--- config.mk ---
export PLATFORM = sky130hd
export DESIGN_NAME = pattern_scan_ctrl
export DESIGN_NICKNAME = d
export VERILOG_FILES = /design/src/rtl/pattern_scan_ctrl.sv
export SDC_FILE = /design/constraint.sdc
export NUM_CORES = 1
export LEC_CHECK = 0
export ABC_CLOCK_PERIOD_IN_PS = 3480
export CAP_MARGIN = 20
export CORE_MARGIN = 2
export CORE_UTILIZATION = 42
export CTS_CLUSTER_DIAMETER = 50
export CTS_CLUSTER_SIZE = 14
export DETAILED_ROUTE_END_ITERATION = 8
export PLACE_DENSITY = 0.78
export SYNTH_ARGS = -nofsm -noshare
export SYNTH_HDL_FRONTEND = slang
export SYNTH_SLANG_ARGS = --single-unit
--- constraint.sdc ---
create_clock -name clk -period 3.48 [get_ports clk]
set_input_delay 0.696 -clock clk [delete_from_list [all_inputs] [get_ports clk]]
set_output_delay 0.696 -clock clk [all_outputs]
set_load 0.02 [all_outputs]
--- src/rtl/pattern_scan_ctrl.sv ---
// Scan sequencer for the serial pattern detector: loads the detector, streams a
// captured word MSB-first, and tallies the detector's (overlapping) match pulses.
module pattern_scan_ctrl #(
  parameter int DATA_W  = 16,
  parameter int PAT_W   = 5,
  parameter int CNT_W   = $clog2(DATA_W + 1),
  parameter int DET_LAT = 1
) (
  input  logic              clk,
  input  logic              reset,
  input  logic              start,
  input  logic [PAT_W-1:0]  pattern_cfg,
  input  logic [DATA_W-1:0] data_in,
  output logic              busy,
  output logic              done,
  output logic              found,
  output logic [CNT_W-1:0]  match_count,
  output logic [CNT_W-1:0]  first_pos,
  output logic              det_load,
  output logic [PAT_W-1:0]  det_pattern,
  output logic              det_serial,
  input  logic              det_patt
);

  typedef enum logic [2:0] {
    S_IDLE,
    S_LOAD,
    S_SHIFT,
    S_DRAIN,
    S_DONE
  } state_t;

  localparam int DRN_W = (DET_LAT > 1) ? $clog2(DET_LAT) : 1;
  localparam logic [CNT_W-1:0] LAST_IDX  = CNT_W'(DATA_W - 1);
  localparam logic [CNT_W-1:0] NO_MATCH  = CNT_W'(DATA_W);
  localparam logic [DRN_W-1:0] LAST_DRN  = DRN_W'(DET_LAT - 1);

  state_t             state_q;
  logic [DATA_W-1:0]  shift_q;
  logic [CNT_W-1:0]   bit_idx_q;
  logic [DRN_W-1:0]   drain_cnt_q;
  logic [DET_LAT-1:0] vld_pipe_q;
  logic [CNT_W-1:0]   idx_pipe_q [DET_LAT];

  logic               busy_q;
  logic               done_q;
  logic               found_q;
  logic [CNT_W-1:0]   match_count_q;
  logic [CNT_W-1:0]   first_pos_q;
  logic               det_load_q;
  logic [PAT_W-1:0]   det_pattern_q;
  logic               det_serial_q;

  // A detector response only counts when it lines up with a real data bit.
  logic hit;
  assign hit = vld_pipe_q[DET_LAT-1] & det_patt;

  // NOTE: one clocked block with non-blocking assignments only; an assignment
  // later in the block overrides an earlier one for the same register.
  always_ff @(posedge clk) begin
    if (reset) begin
      state_q       <= S_IDLE;
      shift_q       <= '0;
      bit_idx_q     <= '0;
      drain_cnt_q   <= '0;
      vld_pipe_q    <= '0;
      for (int k = 0; k < DET_LAT; k++) idx_pipe_q[k] <= '0;
      busy_q        <= 1'b0;
      done_q        <= 1'b0;
      found_q       <= 1'b0;
      match_count_q <= '0;
      first_pos_q   <= '0;
      det_load_q    <= 1'b0;
      det_pattern_q <= '0;
      det_serial_q  <= 1'b0;
    end else begin
      for (int k = 1; k < DET_LAT; k++) begin
        vld_pipe_q[k] <= vld_pipe_q[k-1];
        idx_pipe_q[k] <= idx_pipe_q[k-1];
      end
      vld_pipe_q[0] <= (state_q == S_SHIFT);
      idx_pipe_q[0] <= bit_idx_q;

      if (hit) begin
        match_count_q <= match_count_q + 1'b1;
        if (!found_q) begin
          found_q     <= 1'b1;
          first_pos_q <= idx_pipe_q[DET_LAT-1];
        end
      end

      done_q     <= 1'b0;
      det_load_q <= 1'b0;

      case (state_q)
        S_IDLE: begin
          if (start) begin
            shift_q       <= data_in;
            det_pattern_q <= pattern_cfg;
            bit_idx_q     <= '0;
            match_count_q <= '0;
            found_q       <= 1'b0;
            // Stays at the no-match value unless a match overwrites it.
            first_pos_q   <= NO_MATCH;
            vld_pipe_q    <= '0;
            busy_q        <= 1'b1;
            det_load_q    <= 1'b1;
            det_serial_q  <= 1'b0;
            state_q       <= S_LOAD;
          end
        end

        S_LOAD: begin
          det_serial_q <= shift_q[DATA_W-1];
          shift_q      <= shift_q << 1;
          bit_idx_q    <= '0;
          state_q      <= S_SHIFT;
        end

        S_SHIFT: begin
          if (bit_idx_q == LAST_IDX) begin
            det_serial_q <= 1'b0;
            drain_cnt_q  <= '0;
            state_q      <= S_DRAIN;
          end else begin
            det_serial_q <= shift_q[DATA_W-1];
            shift_q      <= shift_q << 1;
            bit_idx_q    <= bit_idx_q + 1'b1;
          end
        end

        S_DRAIN: begin
          if (drain_cnt_q == LAST_DRN) begin
            done_q  <= 1'b1;
            state_q <= S_DONE;
          end else begin
            drain_cnt_q <= drain_cnt_q + 1'b1;
          end
        end

        S_DONE: begin
          busy_q  <= 1'b0;
          state_q <= S_IDLE;
        end

        default: state_q <= S_IDLE;
      endcase
    end
  end

  assign busy        = busy_q;
  assign done        = done_q;
  assign found       = found_q;
  assign match_count = match_count_q;
  assign first_pos   = first_pos_q;
  assign det_load    = det_load_q;
  assign det_pattern = det_pattern_q;
  assign det_serial  = det_serial_q;

endmodule

==> impl_metrics.json <==
{
  "grt_max_degree": 43,
  "postCtsSetupRepairBufs": 0,
  "drc_errors": 0,
  "synthCells": 236,
  "hold_buffers": 0,
  "dp.final_hpwl_um": 3080,
  "grtUsageTotal_pct": 16.0,
  "clk_pin_slew_ns": 0.09,
  "top_layer_used": "met4",
  "stdcell_area_sq_mm": 0.00283,
  "cts_resized": 0,
  "die_h_um": 77.8,
  "dr_wl_met2_um": 2260,
  "synth_compound_area_share_pct": 23.5,
  "coreArea_sq_mm": 0.00517,
  "syn_nets": 264,
  "synth_edf_count": 0,
  "max-clock-path-buffers": 2,
  "vias": 1869,
  "synth-seq-area-share_pct": 43.7,
  "hp-class": "register to register",
  "rsz0062_at_grt": "false",
  "slew_headroom_pct": 48.6,
  "synth_adder_area_share_pct": 1.64,
  "n_antenna_cell": 0,
  "ys_ff_latch": 50,
  "cts_made_buffers": 5,
  "async_flop_share_pct": 0,
  "ys_warn_count": 0,
  "ff2ff_setup_slack_ns": 1.25,
  "synth_xor_area_share_pct": 1.53,
  "gp_congestion": 0.757,
  "setup_violations": 0,
  "period_minus_slack_ns": 2.23,
  "timing.fmax_ghz": 0.448,
  "synth_ff_type": "dfxtp_1",
  "dieWidth_um": 77.8,
  "die_area_sq_mm": 0.00606,
  "synth_top_family_by_area": "compound AO/OA/AOI/OAI gates",
  "placed_area_sq_mm": 0.00271,
  "synthMuxAreaShare_pct": 3.55,
  "synth_cell_type_count": 41,
  "yosys-top-cells-area": "dfxtp_1 44%, a311oi_2 5.9%, nand3b_1 5.6%, a211oi_1 5.2%, o21ai_0 4.2%",
  "clock_skew_ns": 0.00696,
  "ir_worst_vdd_mv": 0.260,
  "tritoncts": "built",
  "cts_root_buffer": "clkbuf_8",
  "layout.cells.most_common": "dfxtp_1",
  "tightest_slew_ns": 0.771,
  "nets": 299,
  "syn_avg_cell_area_sq_um": 9.70,
  "min_period_over_period_pct": 64.1,
  "power_mw": 1.31,
  "cap_violations": 0,
  "drtIter0Drc": 163,
  "cp-start-kind": "register",
  "drive_gt1_share_pct": 10.3,
  "antenna_left": 0,
  "antenna_found_initial": 0,
  "fin_setup_tns_ns": 0,
  "grt-ovfl-total": 0,
  "yosys.area_share.simple_pct": 19.2,
  "criticalPathCategory": "register to register",
  "grt_pass1_vias": 1745,
  "drv_slew": 0,
  "wl_met3_um": 257,
  "rows": 26,
  "grt_pass1_wl_um": 8050,
  "viasPerCell": 5.46,
  "fin_util_pct": 54.7,
  "synthesis.area_sq_mm": 0.00229,
  "critPathRequiredTime_ns": 3.62,
  "holdWs_ns": 0.464,
  "area_growth_pct": 23.7,
  "synth_top_area_share_pct": 43.7,
  "yosysTopAreaCell": "dfxtp_1",
  "wl_per_cell_um": 13.8,
  "outcome": "completed",
  "clock_latency_ns": 0.30,
  "io_pins": 45,
  "crit_arrival_ns": 2.37,
  "cts_htree_levels": 2,
  "cp_max_fo": 18,
  "firstDrtPassIters": 4,
  "wl_um": 4710,
  "end_kind": "register",
  "wl_met1_um": 2150,
  "io_buffers": 44,
  "floorplan.initialDensity_pct": 44.2,
  "leakage_nw": 0.976,
  "cts_sinks": 50,
  "mostFrequentLayoutCells": "50 x dfxtp_1, 44 x clkdlybuf4s50_1, 19 x o21ai_0",
  "hold_violations": 0,
  "powerDensity_mw_per_mm2": 461
}
==> synthesized netlist by cell type (3+ instances only) <==
library cell and number:
dfxtp_1 50, o21ai_0 19, nand2_1 18, nand3b_1 17, a211oi_1 16, a21oi_1 14, nor2_1 14, a311oi_2 9
a311oi_1 7, mux2i_1 7, buf_2 6, clkbuf_1 6, buf_4 4, buf_6 4, nand2b_1 4, nand3_1 4
nor2b_1 4, and3_1 3, ha_1 3, xor2_1 3
==> logic make-up after synthesis <==
kind of cell	after synthesis
DFF	50
xor gates and xnor gates	4
adders and majority gates	3
AOI/OAI and AO/OA	72
muxes	8
buffers and inverters	24
and+or+nand+nor	75
==> per-layer routing <==
metal  vias to the layer above  GRT usage [%]
met3                         4           4.19
met4                         0           3.21
li1                        943              -
met1                       870           20.9
met2                        52           26.7
met5                         -              0
==> worst max-delay path, stage by stage (launching register included) <==
cell and delay, ns:
dfxtp_1 0.49, nor2_2 0.69, a21o_1 0.68, a311oi_2 0.21
==> cell type report <==
type                    instances  area, sq um
clock inverters                 3         43.8
clock buffers                   5         68.8
inverters                       1         3.75
flip-flops and latches         50         1000
multi-input cells             162         1130
fillers                       459         2340
well taps                      70         87.6
repair buffers                 51          493
==> power by group <==
part           internal, mW  switching (mW)  total [mW]
combinational         0.113           0.134       0.247
sequential            0.614          0.0314       0.645
clock                 0.216           0.198       0.413
total                 0.942           0.363        1.31
==> stage by stage <==
| stage | cells | worst slack [ns] |
|---|---|---|
| 5_1_grt | 342 | 1.10 |
| 3_3_place_gp | 333 | 0.990 |
| 3_5_place_dp | 333 | 0.942 |
| 2_1_floorplan | 236 | 1.65 |
| 6_report | 342 | 1.25 |
| 4_1_cts | 341 | 1.23 |
==> flip-flops by register name, summed over array words and instances (netlist names), 3 cells and up <==
name and cells:
det_pattern 5, shift_q 16, idx_pipe_q 5, first_pos 5
state_q 3, match_count 5, bit_idx_q 5
==> worst paths after layout <==
kind	cells past startpoint	to	from
worst max-delay path	3	shift_q[4]	state_q[1]
worst min-delay path	2	det_pattern[4]	det_pattern[4]
worst max register to register	3	shift_q[4]	state_q[1]
worst min register to register	2	det_pattern[4]	det_pattern[4]
(Power assumes the default switching activity.)
